==> config.mk <==
export PLATFORM = sky130hd
export DESIGN_NAME = frame_pad_counter
export DESIGN_NICKNAME = d
export VERILOG_FILES = /design/src/rtl/frame_pad_counter.sv
export SDC_FILE = /design/constraint.sdc
export NUM_CORES = 1
export LEC_CHECK = 0
export CELL_PAD_IN_SITES_DETAIL_PLACEMENT = 0
export CELL_PAD_IN_SITES_GLOBAL_PLACEMENT = 2
export CORE_ASPECT_RATIO = 1.25
export CORE_MARGIN = 2
export CORE_UTILIZATION = 28
export CTS_CLUSTER_DIAMETER = 200
export DETAILED_ROUTE_END_ITERATION = 16
export MAX_ROUTING_LAYER = met4
export PLACE_DENSITY = 0.88
export SLEW_MARGIN = 10
export SYNTH_ARGS = -nofsm -noshare
export SYNTH_HDL_FRONTEND = slang
export SYNTH_SLANG_ARGS = --single-unit
==> constraint.sdc <==
create_clock -name clk -period 4.7 [get_ports clk]
set_input_delay 1.41 -clock clk [delete_from_list [all_inputs] [get_ports clk]]
set_output_delay 1.41 -clock clk [all_outputs]
set_load 0.01 [all_outputs]
==> src/rtl/frame_pad_counter.sv <==
// frame_pad_counter: forwards NUM beats per frame, pads to FRAME_LEN, then flags done
module frame_pad_counter #(
  parameter int BIT_WIDTH = 32,
  parameter int N_CH = 1,
  parameter int NUM = 784,
  parameter int FRAME_LEN = 1024,
  parameter int PAD_MODE = 0,
  parameter logic [BIT_WIDTH-1:0] PAD_VALUE = '0,
  localparam int CNT_W = $clog2(FRAME_LEN + 1)
) (
  input  logic                      clk,
  input  logic                      rst,
  input  logic                      start,
  input  logic                      clr,
  input  logic [N_CH*BIT_WIDTH-1:0] in_data,
  input  logic                      in_valid,
  output logic                      in_ready,
  output logic [N_CH*BIT_WIDTH-1:0] out_data,
  output logic                      out_valid,
  input  logic                      out_ready,
  output logic                      out_last,
  output logic                      done,
  output logic [CNT_W-1:0]          beat_cnt
);
  typedef enum logic [2:0] {IDLE, PASS, PAD, DRAIN, DONE} state_t;
  localparam logic [CNT_W-1:0] LAST_D = CNT_W'(NUM - 1);
  localparam logic [CNT_W-1:0] LAST_F = CNT_W'(FRAME_LEN - 1);
  state_t state, state_n;
  logic [N_CH*BIT_WIDTH-1:0] hold, pad;
  logic load, acc, pad_ld, idle_like, drain_ok;
  assign load = !out_valid || out_ready;
  assign in_ready = state == PASS && load && !clr;
  assign acc = in_valid && in_ready;
  assign pad_ld = state == PAD && load;
  assign idle_like = state == IDLE || state == DONE;
  assign drain_ok = state == DRAIN && out_valid && out_ready && out_last;
  assign pad = PAD_MODE == 1 ? hold : PAD_MODE == 2 ? {N_CH{PAD_VALUE}} : '0;
  always_comb begin
    state_n = state;
    if (clr) state_n = IDLE;
    else if (idle_like && start) state_n = PASS;
    else if (acc && beat_cnt == LAST_D) state_n = FRAME_LEN > NUM ? PAD : DRAIN;
    else if (pad_ld && beat_cnt == LAST_F) state_n = DRAIN;
    else if (drain_ok) state_n = DONE;
  end
  always_ff @(posedge clk or posedge rst)
    if (rst) state <= IDLE;
    else state <= state_n;
  // a beat already in the register but not yet taken is dropped on clr
  always_ff @(posedge clk or posedge rst)
    if (rst) begin
      out_data <= '0; out_valid <= 1'b0; out_last <= 1'b0;
      done <= 1'b0; beat_cnt <= '0; hold <= '0;
    end else if (clr) begin
      out_valid <= 1'b0; out_last <= 1'b0; done <= 1'b0; beat_cnt <= '0;
    end else begin
      if (idle_like && start) begin done <= 1'b0; beat_cnt <= '0; end
      if (acc || pad_ld) begin
        out_data <= acc ? in_data : pad;
        out_valid <= 1'b1;
        out_last <= beat_cnt == LAST_F;
        beat_cnt <= beat_cnt + 1'b1;
      end else if (out_valid && out_ready) begin
        out_valid <= 1'b0; out_last <= 1'b0;
      end
      if (acc) hold <= in_data;
      if (drain_ok) done <= 1'b1;
    end
endmodule

==> flow_metrics.py <==
metrics = {
    "outcome": {
        "status": "finished clean",
    },
    "route": {
        "drt_iter0_markers": 80,
        "wl_per_cell_um": 15.2,
        "vias": 1750,
        "via_per_inst": 4.89,
        "firstDrtPassIters": 4,
        "drc": 0,
        "drtAntennaViolNets": 0,
        "wl_um": 5430,
    },
    "place": {
        "gp_congestion": 0.746,
        "port-buffer-count": 84,
        "dp_hpwl_um": 3690,
        "dpl-instance-area_um2": 3050,
    },
    "timing": {
        "tightestPinTransition_ps": 1040,
        "rsz0062_at_grt": "false",
        "setup_violations": 0,
        "max_freq_mhz": 232,
        "final-hold-violation-count": 0,
        "drv_slew": 0,
        "min_period_ps": 4310,
        "fin_crit_sh_pct": 91.8,
        "tns_ps": 0,
        "slew_headroom_pct": 30.5,
        "fin_skew_ps": 1.75,
    },
    "cells_and_area": {
        "drive_gt1_share_pct": 4.89,
        "final_common_cell": "clkdlybuf4s50_1",
        "finalNetCount": 305,
        "finalInstanceArea_um2": 3160,
        "mostFrequentLayoutCells": "clkdlybuf4s50_1 (84), dfrtp_1 (49), a22o_1 (32), nand2_1 (15), nand2b_1 (12)",
        "fill_cells": 720,
        "area_growth_pct": 46.6,
        "diodes": 0,
    },
    "cts": {
        "cts_buffers": 5,
        "postCtsSetupRepairBufs": 0,
        "clock-root-buffer": "clkbuf_8",
        "cts_htree_levels": 2,
        "numClockSinks": 49,
        "postCtsResizedCells": 0,
        "hold_buffers": 0,
        "insertion_delay_ps": 300,
        "cts_max_path_buffers": 2,
        "cts_tree": "done",
        "clkTransAtPathRegs_ps": 90,
    },
    "floorplan": {
        "fp.dieW_um": 82.5,
        "ioPinCount": 85,
        "initial_core_util_pct": 29.0,
        "die-area_um2": 8430,
        "dieHeight_um": 102,
        "rows": 35,
        "placeableCoreArea_um2": 7440,
    },
    "power": {
        "leakagePower_nw": 1.35,
        "switching_share_pct": 26.7,
        "p_comb_share_pct": 30.0,
        "p_int_mw": 0.909,
        "power_density_nw_per_um2": 392,
        "power.switching_mw": 0.331,
        "ir_drop_mv": 0.228,
        "p_clk_share_pct": 24.7,
        "p_seq_share_pct": 45.3,
    },
    "synth": {
        "synthDistinctLibCells": 32,
        "synth_async_sr_flop_share_pct": 100,
        "syn_nets": 223,
        "yosysWarnings": 0,
        "syn_area_per_cell_um2": 11.8,
        "synth_ff_type": "dfrtp_1",
        "syn_inst": 183,
        "yosysSeqAreaShare_pct": 56.8,
        "netlist_area_um2": 2160,
        "synth_edf_count": 0,
        "ys_ff_latch": 49,
    },
    "setup_path": {
        "crit_fanout": 3,
        "critPathKind": "in2out",
        "cp-start-kind": "input port",
        "cp.arrival_ps": 2900,
        "required_ps": 3290,
        "crit_path_end_kind": "output port",
    },
    "global_route": {
        "grt_first_pass_wirelength_um": 8940,
        "grt_usage_pct": 14.1,
        "antenna_found_initial": 0,
        "grt_max_degree": 50,
        "grt_pass1_vias": 1831,
        "grt_overflow": 0,
    },
    "flow_run": {
        "cap_viol_max_count": 0,
    },
    "worst_hold_path": {
        "hold_class": "reg2reg",
    },
}
## cell families (layout without fill, tap and decap cells)
logic type / after synthesis / count (layout) / synth area share [%]
compound gates: 54 / 54 / 19.0
simple gates: 54 / 54 / 14.3
flops: 49 / 49 / 56.8
buf+inv: 15 / 98 / 4.58
mux: 9 / 9 / 4.18
fa+ha+maj: 2 / 2 / 1.16
## per-stage QoR
step	worst slack (ps)	utilization (%)	total power, mW	cells	hold WS, ps
3_5_place_dp	355	41.0	0.944	350	482
6_report	387	42.5	1.24	358	506
5_1_grt	281	42.5	1.31	358	524
2_1_floorplan	1320	-	0.708	183	514
3_3_place_gp	378	41.0	0.941	350	483
4_1_cts	355	42.5	1.26	358	510
## power groups by stage
stage | registers (mW) | logic, mW | clock network (mW)
6_report | 0.561 | 0.372 | 0.307
5_1_grt | 0.575 | 0.399 | 0.333
4_1_cts | 0.562 | 0.379 | 0.318
3_5_place_dp | 0.565 | 0.379 | 0
3_3_place_gp | 0.566 | 0.375 | 0
2_1_floorplan | 0.606 | 0.102 | 0
## metal layers
layer / up-vias / GRT usage [%] / wire (um)
met3: 2 / 3.62 / 247
met1: 859 / 18.3 / 2340
met2: 50 / 21.9 / 2820
li1: 839 / - / -
met4: 0 / 3.53 / 18
met5: - / - / 0
## cells in the mapped netlist, types with 2 or more instances
| cell type | number | area share [%] |
|---|---|---|
| inv_1 | 2 | 0.35 |
| buf_6 | 4 | 2.1 |
| nand3_1 | 3 | 0.70 |
| a21oi_1 | 10 | 2.3 |
| and3_1 | 3 | 0.87 |
| mux2i_1 | 9 | 4.2 |
| nand4_1 | 7 | 2.0 |
| nand2b_1 | 12 | 3.5 |
| nand2_1 | 15 | 2.6 |
| a21o_1 | 2 | 0.70 |
| buf_2 | 7 | 1.6 |
| and2_1 | 2 | 0.58 |
| dfrtp_1 | 49 | 57 |
| or3_1 | 2 | 0.58 |
| o21ai_0 | 4 | 0.93 |
| nor3_1 | 2 | 0.46 |
| ha_1 | 2 | 1.2 |
| nor2b_1 | 2 | 0.58 |
| a22o_1 | 32 | 13 |
| a31oi_1 | 2 | 0.58 |
## final timing paths
check,slack [ps],startpoint,cells past startpoint,endpoint
min reg2reg,510,out_data[5],1,out_data[5]
max in group asynchronous,2400,rst,2,out_data[31]
max reg2reg,2520,out_valid,4,out_data[24]
max,390,clr,4,in_ready
min in group asynchronous,1670,rst,2,out_data[26]
min,510,out_data[5],1,out_data[5]
## sequential cells by signal, indices dropped and copies added, names as in the netlist
name / flops
out_data: 32
beat_cnt: 11
state: 3
done: 1
out_last: 1
out_valid: 1
## worst max-delay path, stage by stage
cell and delay (ps):
clkdlybuf4s50_1 440, nor4b_2 340, and2_1 180, clkdlybuf4s50_1 530
## final cells by class
| type | instances | area (um^2) | area share, % |
|---|---|---|---|
| Clock buffer | 6 | 72.6 | 2.29 |
| Clock inverter | 2 | 38.8 | 1.23 |
| Inverter | 2 | 7.51 | 0.237 |
| Multi-Input combinational cell | 119 | 832 | 26.3 |
| Sequential cell | 49 | 1230 | 38.8 |
| Tap cell | 92 | 115 | 3.64 |
| Timing Repair Buffer | 88 | 871 | 27.5 |
(Power assumes the default switching activity.)
